`src/rtl/l2_sq_accum.sv`:
```
// l2_sq_accum: pipelined sum-of-squares engine for the L2-norm datapath.
// Squares signed samples and accumulates VEC_LEN of them per result. Each
// result is presented with a per-vector overflow flag on a valid/ready output.
// Optional feature macro: SATURATE_EN. When it is defined, sums clamp to
// 2^ACC_W-1 on overflow; when it is undefined, sums wrap modulo 2^ACC_W.
module l2_sq_accum #(
  parameter int IN_W    = 8,
  parameter int ACC_W   = 20,
  parameter int VEC_LEN = 4
) (
  input  logic                   clk,
  input  logic                   reset,
  input  logic signed [IN_W-1:0] a,
  input  logic                   valid_in,
  output logic                   ready_in,
  output logic [ACC_W-1:0]       f,
  output logic                   valid_out,
  input  logic                   ready_out,
  output logic                   overflow
);

  localparam int CNT_W = $clog2(VEC_LEN + 1);
  localparam int P_W   = 2 * IN_W;
  localparam logic [CNT_W-1:0] LAST_IDX = CNT_W'(VEC_LEN - 1);

  logic                   stall;
  logic                   accept;
  logic signed [P_W-1:0]  a_ext;
  logic signed [P_W-1:0]  sq;
  logic [P_W-1:0]         p_prod;
  logic                   p_valid;
  logic                   p_last;
  logic [CNT_W-1:0]       cnt;
  logic [ACC_W-1:0]       acc;
  logic                   ovf_acc;
  logic [ACC_W:0]         sum;
  logic                   ovf_now;
  logic [ACC_W-1:0]       acc_next;

  // A pending, unaccepted result freezes the whole pipeline.
  assign stall    = valid_out && !ready_out;
  assign ready_in = !stall;
  assign accept   = valid_in && ready_in;

  // The square of a two's complement value always fits in 2*IN_W unsigned bits.
  assign a_ext = {{IN_W{a[IN_W-1]}}, a};
  assign sq    = a_ext * a_ext;

  // Stage 1 registers the square and tags the last element of each vector.
  always_ff @(posedge clk or negedge reset) begin
    if (!reset) begin
      p_valid <= 1'b0;
      p_last  <= 1'b0;
      p_prod  <= '0;
      cnt     <= '0;
    end else if (!stall) begin
      p_valid <= accept;
      if (accept) begin
        p_prod <= sq;
        p_last <= (cnt == LAST_IDX);
        cnt    <= (cnt == LAST_IDX) ? '0 : cnt + CNT_W'(1);
      end
    end
  end

  // The accumulate sum uses one extra bit, so the carry-out marks an overflow.
  always_comb begin
    sum     = {1'b0, acc} + {{(ACC_W + 1 - P_W){1'b0}}, p_prod};
    ovf_now = ovf_acc | sum[ACC_W];
`ifdef SATURATE_EN
    acc_next = ovf_now ? '1 : sum[ACC_W-1:0];
`else
    acc_next = sum[ACC_W-1:0];
`endif
  end

  // Stage 2 accumulates and clears itself as the last element retires.
  always_ff @(posedge clk or negedge reset) begin
    if (!reset) begin
      acc     <= '0;
      ovf_acc <= 1'b0;
    end else if (!stall && p_valid) begin
      if (p_last) begin
        acc     <= '0;
        ovf_acc <= 1'b0;
      end else begin
        acc     <= acc_next;
        ovf_acc <= ovf_now;
      end
    end
  end

  // The output register loads on the last element and is popped by ready_out.
  // A load on a popping edge replaces the old result.
  always_ff @(posedge clk or negedge reset) begin
    if (!reset) begin
      f         <= '0;
      overflow  <= 1'b0;
      valid_out <= 1'b0;
    end else if (!stall && p_valid && p_last) begin
      f         <= acc_next;
      overflow  <= ovf_now;
      valid_out <= 1'b1;
    end else if (ready_out) begin
      valid_out <= 1'b0;
    end
  end

endmodule

```
`config.mk`:
```
export PLATFORM = sky130hd
export DESIGN_NAME = l2_sq_accum
export DESIGN_NICKNAME = d
export VERILOG_FILES = /design/src/rtl/l2_sq_accum.sv
export SDC_FILE = /design/constraint.sdc
export NUM_CORES = 1
export LEC_CHECK = 0
export ABC_CLOCK_PERIOD_IN_PS = 3000
export CAP_MARGIN = 5
export CORE_UTILIZATION = 30
export CTS_BUF_LIST = sky130_fd_sc_hd__clkbuf_16
export DETAILED_ROUTE_END_ITERATION = 7
export DONT_BUFFER_PORTS = 1
export GPL_ROUTABILITY_DRIVEN = 0
export PLACE_DENSITY = 0.48
export SLEW_MARGIN = 20
export SYNTH_ARGS = -nofsm -noshare
export SYNTH_HDL_FRONTEND = slang
export SYNTH_SLANG_ARGS = --single-unit
```
`constraint.sdc`:
```
create_clock -name clk -period 3 [get_ports clk]
set_input_delay 0.6 -clock clk [delete_from_list [all_inputs] [get_ports clk]]
set_output_delay 0.6 -clock clk [all_outputs]
set_load 0.01 [all_outputs]
```
==> key figures, run 1 <==
Status
  – Outcome: finished, violations left
  – Failing checks: setup timing

Synthesis
  – Synth Register Bits: 63
  – XOR/XNOR Fraction of Synth Area: 0.0575
  – Mapped Area: around 5300 µm²
  – Largest family of logic cells by synthesized area: adder cells
  – Ys async rst share: 1.00
  – Yosys top cell area share: 0.295
  – Mapped Cells: around 580
  – Synth area leader: dfrtp_1
  – Synthesized area per cell: 9.26 µm²
  – Adder-Cell Fraction of Synth Area: 0.263
  – Seq/Total Area, Yosys: 0.295
  – Synth warnings: 0
  – Simple-Gate Fraction of Synth Area: 0.145
  – Compound-Gate Fraction of Synth Area: 0.157
  – Top cells by area, synth: dfrtp_1 30%, fa_1 16%, ha_1 11%
  – Top_reg_cell synth: dfrtp_1
  – Yosys cell types: 54
  – Post-synth EDFFs: 0
  – Multiplexer share of the synthesized area: 0.0148
  – Mapped Nets: between 600 and 700

CTS
  – CTS Root Cell: clkbuf_16
  – Clock Sinks: 63
  – Clk_lat worst skew: 330 ps
  – Clock transition at path regs: 50 ps
  – CTS tree: yes
  – H-Tree Level Count: 3
  – TritonCTS Buffers: 9
  – CTS max path bufs: 2

Timing
  – Setup ws final: -956 ps
  – Hold Vio Cnt, Final: 0
  – Clock period minus final worst setup slack: just under 4000 ps
  – Final setup viols: 11
  – Slew headroom: 0.521
  – Layout Skew: 4.89 ps
  – Slew Viols, Final: 0
  – Setup TNS: -6360 ps
  – Fin crit share: 1.32
  – Unrepaired setup endpoints after global routing: true
  – Worst-Margin Slew: 716 ps
  – Fmax: around 250 MHz

Flow run
  – Max-Cap Viols: 0

Routing
  – Final wirelength: 11900 µm
  – Via count: approximately 4.0k
  – Initial DRC Count: 142
  – Vias per inst: 4.71
  – WL per Instance: 13.9 µm
  – Final antenna-violating net count: 0
  – Drt first pass iters: 4
  – Detailed-route DRC error count: 0

GRT
  – Gr ovfl total: 0
  – First-pass GRT wire length: between 20000 and 25000 µm
  – Largest net degree at the start of global routing: 64
  – Initial antenna violation count: 0
  – Total GRT Usage: 0.140
  – Vias in the first global route: 4184

Worst setup path
  – Critical path endpoint category: flip-flop
  – Startpoint type of the worst setup path: input pin
  – Setup CP Type: in -> reg
  – CP Max Fanout: 8
  – Crit path DAT: 4190 ps
  – Worst endpoint required time: 3240 ps

Die
  – Core area: 17400 µm²
  – Die height: about 140 µm
  – Die W: 135 µm
  – I/O pin count: 35
  – Die area: approximately 18000 µm²
  – Initial cell density of the core: 0.307
  – Rows: 48

Layout
  – Layout cell share with drive strength beyond 1: 0.250
  – Fin nets: slightly above 700
  – Inserted Diodes: 0
  – Util after Layout: 0.382
  – # fillers: approximately 1.7k
  – Area of the multi-input gates: 3790 µm²
  – Finished Layout Cells: 850
  – Area delta synth->final: 24.4%
  – Reg area: 1580 µm²

Place
  – I/O Buffers: 0
  – Post-DP HPWL: 9350 µm
  – Dpl cells: 829

Power and ir drop
  – Peak supply drop: 0.547 mV
  – Power Density: 1070 nW/µm²
  – P_leak: 3.08 nW
  – Total power: 7.12 mW

Min path
  – Hold Crit Class: in -> async
==> where the power goes <==
group	internal [mW]	switching, mW
clock network	0.627	0.351
registers	1.25	0.347
logic	2.11	2.43
==> through the flow <==
step	setup WS (ps)	hold slack, ps	area (µm²)
after floorplan	-1310	304	5590
after global placement	-1310	306	6070
after detailed placement	-1360	306	6070
after CTS	-951	153	6530
after global routing	-1130	163	6640
final	-956	143	6640
==> flip-flops by register name (all words and copies together) (netlist names) <==
signal and flops:
acc 20, cnt 3, f 20, overflow 1, ovf_acc 1, p_last 1, p_prod 15, p_valid 1
valid_out 1
==> metal layers <==
layer / up-vias / wire length [µm] / global-route usage
li1: 2021 / - / -
met1: 1911 / 5710 / 0.178
met2: 49 / 5580 / 0.237
met3: 19 / 317 / 0.0187
met4: 0 / 245 / 0.0605
met5: - / 0 / 0
==> kinds of logic after synthesis <==
group                    count (synthesis)
AND/OR/NAND/NOR                        163
multiplexers                             7
XOR/XNOR                                35
buffers and inverters                   95
AO/OA/AOI/OAI                          126
adder cells (fa/ha/maj)                 87
flip-flops                              63
==> timing repair <==
item,in CTS,in global routing
endpoints found under the setup margin,11,11
gates resized for setup,29,22
buffers inserted,3,2
pin swaps,22,16
endpoints found under the hold margin,63,0
hold buffers,1,0
cloned,0,0
==> worst max-delay path, cell delays in order <==
cell	delay [ps]
clkinvlp_4	70
nor2_4	110
inv_2	50
fa_1	520
inv_2	40
fa_2	440
fa_1	480
inv_1	50
fa_1	490
inv_2	50
ha_4	210
o21a_1	130
nor3_2	170
nor2_2	60
a2111o_1	370
and3_1	150
o31ai_1	220
==> final timing paths <==
kind / start / end / cells past startpoint / slack (ps)
worst max-delay path: a[3] / p_prod[14] / 17 / -960
worst min register to register: acc[12] / acc[12] / 2 / 480
min in group clk: valid_in / cnt[2] / 1 / 380
worst max register to register: p_prod[0] / acc[16] / 8 / 510
max in group asynchronous: reset / acc[16] / 1 / 2610
worst min-delay path: reset / f[5] / 1 / 140
==> area by class of cell <==
type	instances	area share
timing repair buffer	52	0.0624
sequential	63	0.238
clock inverter	6	0.00811
inverter	77	0.0449
multi-input combinational	418	0.571
tap	225	0.0424
clock buffer	9	0.0339
==> Yosys cell counts (2+ instances only) <==
library cell,instances
a211o_1,2
a211oi_2,2
a21o_1,8
a21oi_1,21
a31o_2,6
a31oi_1,6
a32o_1,2
and2_1,21
and3_1,4
clkbuf_1,16
dfrtp_1,63
fa_1,42
ha_1,45
inv_1,77
mux2_2,7
nand2_1,76
nand2b_1,7
nand3_1,12
nand4_1,3
nor2_1,21
nor2b_1,7
nor3_1,4
o211ai_1,4
o21a_1,4
o21ai_0,42
o21ai_1,3
o21bai_1,3
o311ai_0,2
o311ai_1,2
o31ai_1,6
o31ai_2,2
xnor2_1,24
xor2_1,11
==> cells in the final DEF (no fill, tap or decap), types with 4 or more instances in the layout <==
cell and n:
nand2_1 73, inv_1 66, dfrtp_1 63, buf_4 50
fa_1 40, ha_1 30, o21ai_0 28, xnor2_1 19
nor2_1 18, and2_1 16, a21oi_1 14, o21ai_1 14
nand3_1 12, ha_4 12, inv_2 10, xor2_1 10
clkbuf_16 9, a21o_1 8, mux2_2 7, nand2b_1 6
o31ai_1 6, and2_4 5, a31o_2 5, xnor2_2 5
a21oi_2 5, a31oi_1 5, and3_1 4, nor3_2 4
o21a_1 4, o211ai_1 4, clkinv_2 4
No activity file was read; power rests on OpenSTA's default activity.
==> run 2, diff against run 1 <==
CAP_MARGIN = 20   (was 5)
GPL_TIMING_DRIVEN = 0   (was not set)
RECOVER_POWER = 100   (was not set)
==> run 2 against run 1 <==
  * The run ends with capacitance limit, slew limit, setup timing left
  * Power shrank 3.8%
  * Final cell count is 1.9% lower
  * Final area is 2.9% lower
  * Non-clock buffer count decreased by 15
  * First-iteration DRC count grew 2.8%
  * Utilization fell by 1.1 points
  * Combinational power shrank 3%
  * Critical path type unchanged
  * Via count down 0.85%
  * Critical path depth fell by 1
  * Register-to-register slack is essentially flat
  * Fmax shrank 2.1%
==> key figures, run 2 (same netlist as run 1, synthesis figures left out) <==
Power and ir drop
  – Switching Share: 0.444 (+0.00425)
  – Total power: 6.85 mW (-3.8%)
  – Sequential share of power: 0.232 (+0.007)
  – Comb power frac: 0.641 (+0.003)
  – Clk pwr share: 0.127 (-0.010)
  – Power Density: 1060 nW/µm² (-0.93%)
  – Switching Power: 3.04 mW (-2.8%)
  – Peak supply drop: 0.473 mV (-13%)
  – Internal power: 3.81 mW (-4.5%)
  – P_leak: 2.95 nW (-4.1%)

Timing
  – Final setup viols: 11 (unchanged)
  – Layout Skew: 4.70 ps (-0.196 ps)
  – Setup TNS: -7260 ps (-894 ps)
  – Fin crit share: 1.35 (+0.0283)
  – Slew Viols, Final: 64 (+64)
  – Slew headroom: -0.0533 (-0.574)
  – Unrepaired setup endpoints after global routing: true
  – Hold Vio Cnt, Final: 0 (unchanged)
  – Fmax: 247 MHz (-2.1%)
  – Clock period minus final worst setup slack: 4040 ps (+85.0 ps)
  – Worst-Margin Slew: 1580 ps (+863 ps)
  – Setup ws final: -1040 ps (-85.0 ps)

GRT
  – First-pass GRT wire length: 20800 µm (+2.7%)
  – Gr ovfl total: 0 (unchanged)
  – Vias in the first global route: 4299 (+2.7%)
  – Largest net degree at the start of global routing: 64 (unchanged)
  – Initial antenna violation count: 0 (unchanged)
  – Total GRT Usage: 0.143 (+0.00298)

Worst setup path
  – Worst endpoint required time: 3230 ps (about the same)
  – Crit path DAT: 4270 ps (+80 ps)
  – Worst r2r dst: f[15]
  – CP Max Fanout: 7 (-1)
  – CP top delay family: adder cells
  – Critical path, cell by cell: clkbuf_16, buf_6, and2_4, ha_4, inv_2, fa_1, fa_1, fa_1, inv_2, ha_4, nor2b_4, o21ai_2, nand3b_1, a2111o_1, and3_1, o31ai_2
  – Setup CP Type: in -> reg
  – Reg2Reg Depth: 7 (-1)
  – Startpoint type of the worst setup path: input pin
  – Slowest CP cell: fa_1
  – Reg-to-reg setup timing slack: 510 ps (about the same)
  – Crit path to: p_prod[14]
  – CP most frequent cell: fa_1
  – Crit path depth: 16 (-1)
  – Crit path largest cell delay: 540 ps (+20 ps)
  – Critical path launch point: a[6]
  – Critical path endpoint category: flip-flop
  – Crit Reg-Reg Startpoint: p_prod[7]
  – Buf+Inv Stages, Crit Path: 4 (-1)

CTS
  – Clk_lat worst skew: 320 ps (about the same)
  – CTS tree: yes
  – H-Tree Level Count: 3 (unchanged)
  – Clock Sinks: 63 (unchanged)
  – Clock transition at path regs: 50 ps (about the same)
  – TritonCTS Buffers: 9 (unchanged)
  – CTS Root Cell: clkbuf_16
  – CTS max path bufs: 2 (unchanged)

Die
  – Rows: 48 (unchanged)
  – Die area: 18300 µm² (unchanged)
  – Core area: 17400 µm² (unchanged)
  – Die W: 135 µm (unchanged)
  – Die height: 135 µm (unchanged)
  – Initial cell density of the core: 0.307 (unchanged)
  – I/O pin count: 35 (unchanged)

Routing
  – Final wirelength: 12000 µm (+1.1%)
  – Detailed-route DRC error count: 0 (unchanged)
  – Final antenna-violating net count: 0 (unchanged)
  – WL per Instance: 14.4 µm (+3.0%)
  – Drt first pass iters: 4 (unchanged)
  – Via count: 3966 (-0.85%)
  – Initial DRC Count: 146 (+2.8%)
  – Vias per inst: 4.76 (+1.1%)

Min path
  – Hold Crit Start: valid_in
  – Hold Crit Class: in -> reg

Layout
  – Fin nets: 705 (-2.1%)
  – Inserted Diodes: 0 (unchanged)
  – Layout cell share with drive strength beyond 1: 0.182 (-0.0673)
  – Commonest non-fill, non-tap cell in the layout: nand2_1
  – Area delta synth->final: 20.8%
  – Biggest regs: acc: 20 flops, f: 20 flops, p_prod: 15 flops
  – Most frequent cells in the layout: 72 x nand2_1, 67 x inv_1, 63 x dfrtp_1, 40 x fa_1, 34 x o21ai_0

Place
  – Post-DP HPWL: 9380 µm (+0.32%)
  – I/O Buffers: 0 (unchanged)

Status
  – Outcome: finished, violations left
  – Failing checks: capacitance limit, slew limit, setup timing

Flow run
  – Max-Cap Viols: 1 (+1)
==> run 2: cell types whose count changed in the layout (fill, tap and decap cells not counted), sizes merged <==
cell | before | now
clkinv | 4 | 3
buf | 52 | 18
bufinv | 1 | 0
clkbuf | 9 | 28
clkinvlp | 1 | 0
inv | 77 | 79
==> run 2: how the worst min path moves through the flow <==
| stage | to | depth (start not counted) | slack [ps] |
|---|---|---|---|
| after global placement | f[3] | 0 | 310 |
| after detailed placement | f[4] | 0 | 310 |
| after global routing | cnt[2] | 1 | 360 |
| after CTS | f[4] | 1 | 160 |
| final | cnt[2] | 1 | 370 |
| after floorplan | acc[0] | 0 | 300 |
==> run 2: power groups by stage <==
stage	logic, mW	registers (mW)	clock network [mW]
global placement	3.87	1.59	0
detailed placement	3.91	1.60	0
finish	4.39	1.59	0.871
global route	4.99	1.65	0.937
floorplan	3.17	1.51	0
CTS	4.32	1.60	0.894
==> run 2: timing repair <==
item,in CTS,in global routing
buffers inserted,15,3
hold buffers,1,0
gates resized for setup,33,12
endpoints found under the setup margin,11,11
hold endpoints to repair,63,0
pin swaps,33,19
==> run 2: final cells by class <==
type                            instances  area (µm²)
Timing Repair Buffer                   19         155
Fill cell                            1727       10900
Clock buffer                            9         225
Buffer                                 18         176
Tap cell                              225         282
Sequential cell                        63        1580
Multi-Input combinational cell        418        3710
Clock inverter                          5        20.0
Inverter                               77         299
==> run 2: worst reg2reg max path, stage by stage (launching register included) <==
cell and delay (ps):
dfrtp_1 410, ha_1 380, a21o_1 220, a21o_1 190
nor3_1 510, o41ai_1 210, xor2_1 190, mux2_2 280
==> run 2: metrics by stage <==
stage	utilization	cell area (µm²)	setup slack [ps]	hold WS, ps	instances
3_5_place_dp	0.338	5870	-1540	306	801
6_report	0.371	6450	-1040	373	834
4_1_cts	0.369	6410	-1090	160	831
5_1_grt	0.371	6450	-1180	365	834
3_3_place_gp	0.338	5870	-1500	306	801
2_1_floorplan	-	5590	-1310	304	576
==> run 2: layer usage <==
| layer | track usage | wire length, µm | share of wire | vias up |
|---|---|---|---|---|
| met5 | 0 | 0 | 0 | - |
| met4 | 0.0406 | 140 | 0.012 | 0 |
| met3 | 0.0239 | 338 | 0.028 | 13 |
| met2 | 0.244 | 5740 | 0.48 | 59 |
| met1 | 0.185 | 5760 | 0.48 | 1912 |
| li1 | - | - | - | 1982 |
==> run 3, diff against run 2 <==
RECOVER_POWER = not set   (was 100)
==> run 3 against run 2 <==
  * The flow finishes with violations (setup timing)
  * First-iteration DRC count rose by 5.5%
  * Clock-buffer cell count did not move
  * Flip-flop and latch count did not move
  * Sequential share of layout area fell by 0.20 points
  * Final area rose by 0.83%
  * Fmax fell by 0.12%
  * Register-to-register slack improved by 160 ps
  * Worst hold slack got worse by 220 ps
  * Power rose by 0.88%
  * Clock power barely moved
  * Combinational power rose by 1%
  * Largest cell class unchanged
==> key figures, run 3 (same netlist as run 1, synthesis figures left out) <==
Routing
  – Initial DRC Count: 154 (+5.5%)
  – Final antenna-violating net count: 0 (unchanged)
  – Detailed-route DRC error count: 0 (unchanged)
  – Via count: 3962 (-0.10%)
  – WL per Instance: 14.4 µm (+0.15%)
  – Final wirelength: 12000 µm (+0.15%)
  – Vias per inst: 4.75 (-0.10%)
  – Drt first pass iters: 4 (unchanged)

Worst setup path
  – Setup CP Type: in -> reg
  – Critical path endpoint category: flip-flop
  – Reg2Reg Depth: 8 (+1)
  – Critical path launch point: a[6]
  – Worst r2r dst: acc[14]
  – Crit path largest cell delay: 540 ps (about the same)
  – CP most frequent cell: fa_1
  – Slowest CP cell: fa_1
  – Critical path, cell by cell: clkbuf_16, buf_6, and2_4, ha_4, inv_2, fa_1, fa_1, fa_1, inv_2, ha_4, nor2b_4, o21ai_2, nand3b_1, a2111o_1, and3_1, o31ai_2
  – CP top delay family: adder cells
  – CP Max Fanout: 7 (unchanged)
  – Worst endpoint required time: 3230 ps (about the same)
  – Crit path DAT: 4280 ps (about the same)
  – Reg-to-reg setup timing slack: 670 ps (+160 ps)
  – Buf+Inv Stages, Crit Path: 4 (unchanged)
  – Startpoint type of the worst setup path: input pin
  – Crit Reg-Reg Startpoint: p_prod[0]

Power and ir drop
  – Switching Share: 0.445 (+0.000829)
  – Comb power frac: 0.644 (+0.003)
  – P_leak: 2.97 nW (+0.66%)
  – Peak supply drop: 0.475 mV (+0.48%)
  – Clk pwr share: 0.126 (about the same)
  – Power Density: 1060 nW/µm² (about the same)
  – Total power: 6.91 mW (+0.88%)
  – Sequential share of power: 0.230 (-0.002)
  – Internal power: 3.84 mW (+0.73%)
  – Switching Power: 3.07 mW (+1.1%)

Die
  – Die height: 135 µm (unchanged)
  – I/O pin count: 35 (unchanged)
  – Initial cell density of the core: 0.307 (unchanged)
  – Die area: 18300 µm² (unchanged)
  – Core area: 17400 µm² (unchanged)
  – Rows: 48 (unchanged)
  – Die W: 135 µm (unchanged)

Layout
  – Area delta synth->final: 21.9%
  – # fillers: 1717 (-0.58%)
  – Post-route design area: 6500 µm² (+0.83%)
  – Fin nets: 705 (unchanged)
  – Commonest non-fill, non-tap cell in the layout: nand2_1
  – Layout cell share with drive strength beyond 1: 0.192 (+0.00985)
  – Most frequent cells in the layout: 72 x nand2_1, 67 x inv_1, 63 x dfrtp_1, 40 x fa_1, 32 x o21ai_0
  – Biggest regs: acc: 20 flops, f: 20 flops, p_prod: 15 flops
  – Inserted Diodes: 0 (unchanged)

CTS
  – CTS max path bufs: 2 (unchanged)
  – CTS tree: yes
  – TritonCTS Buffers: 9 (unchanged)
  – Clock transition at path regs: 50 ps (about the same)
  – Clk_lat worst skew: 320 ps (about the same)
  – Clock Sinks: 63 (unchanged)
  – H-Tree Level Count: 3 (unchanged)
  – CTS Root Cell: clkbuf_16

Timing
  – Worst-Margin Slew: 862 ps (-718 ps)
  – Fin crit share: 1.35 (+0.00156)
  – Unrepaired setup endpoints after global routing: true
  – Slew headroom: 0.423 (+0.476)
  – Layout Skew: 4.63 ps (-0.0712 ps)
  – Clock period minus final worst setup slack: 4050 ps (+4.68 ps)
  – Hold Vio Cnt, Final: 0 (unchanged)
  – Fmax: 247 MHz (-0.12%)
  – Worst hold slack: 152 ps (-222 ps)
  – Setup ws final: -1050 ps (-4.68 ps)
  – Slew Viols, Final: 0 (-100%)
  – Final setup viols: 11 (unchanged)

GRT
  – Largest net degree at the start of global routing: 64 (unchanged)
  – First-pass GRT wire length: 20800 µm (unchanged)
  – Vias in the first global route: 4299 (unchanged)
  – Total GRT Usage: 0.143 (unchanged)
  – Initial antenna violation count: 0 (unchanged)
  – Gr ovfl total: 0 (unchanged)

Min path
  – Hold Crit Class: in -> async

Place
  – Post-DP HPWL: 9380 µm (unchanged)
  – I/O Buffers: 0 (unchanged)
  – Placed cell areas: 5870 µm² (unchanged)
  – Pre-CTS WS: -1540 ps (unchanged)

Status
  – Outcome: finished, violations left
  – Failing checks: setup timing

Flow run
  – Max-Cap Viols: 0 (-1)
==> run 3: cell count changes in the layout (fill, tap and decap cells not counted), moves of 2 or more <==
cell,change
o21ai_0,-2
o21ai_1,+2
o311ai_0,-2
o31ai_2,+2
o311ai_1,+2
o31ai_1,-2
==> run 3: how the worst max path moves through the flow <==
| stage | end | slack (ps) | cells past startpoint |
|---|---|---|---|
| 6_report | p_prod[14] | -1050 | 16 |
| 5_1_grt | p_prod[14] | -1180 | 15 |
| 4_1_cts | p_prod[14] | -1090 | 18 |
| 3_5_place_dp | p_prod[14] | -1540 | 15 |
| 3_3_place_gp | p_prod[14] | -1500 | 15 |
| 2_1_floorplan | p_prod[14] | -1310 | 18 |
==> run 3: power groups by stage <==
| stage | logic (mW) | clock network (mW) | registers [mW] |
|---|---|---|---|
| finish | 4.45 | 0.872 | 1.59 |
| global placement | 3.87 | 0 | 1.59 |
| detailed placement | 3.91 | 0 | 1.60 |
| global route | 5.05 | 0.937 | 1.65 |
| CTS | 4.32 | 0.894 | 1.60 |
| floorplan | 3.17 | 0 | 1.51 |
==> run 3: through the flow <==
stage,instances,TNS [ps],util
3_3_place_gp,801,-11360,0.338
6_report,834,-7300,0.375
5_1_grt,834,-8670,0.375
4_1_cts,831,-7330,0.369
2_1_floorplan,576,-9460,-
3_5_place_dp,801,-11620,0.338
==> run 3: final cells by class <==
cell class / instances / area, µm² / area share
plain buffers: 18 / 176 / 0.0271
clock buffers: 9 / 225 / 0.0346
clock inverters: 5 / 20.0 / 0.00308
inverters: 77 / 299 / 0.0460
multi-input cells: 418 / 3740 / 0.575
flip-flops and latches: 63 / 1580 / 0.242
well taps: 225 / 282 / 0.0433
repair buffers: 19 / 181 / 0.0279
==> run 3: what timing repair did <==
item,CTS,global route
gates resized for setup,33,12
setup buffers,15,3
pin swaps,33,19
hold buffers,1,0
endpoints found under the hold margin,63,0
endpoints found under the setup margin,11,11
==> run 3: metal layers <==
layer,share of wire,wire length (µm),GRT usage,vias up
met5,0,0,0,-
met2,0.48,5760,0.244,60
met4,0.011,129,0.0406,0
met3,0.028,338,0.0239,10
met1,0.48,5760,0.185,1909
li1,-,-,-,1983
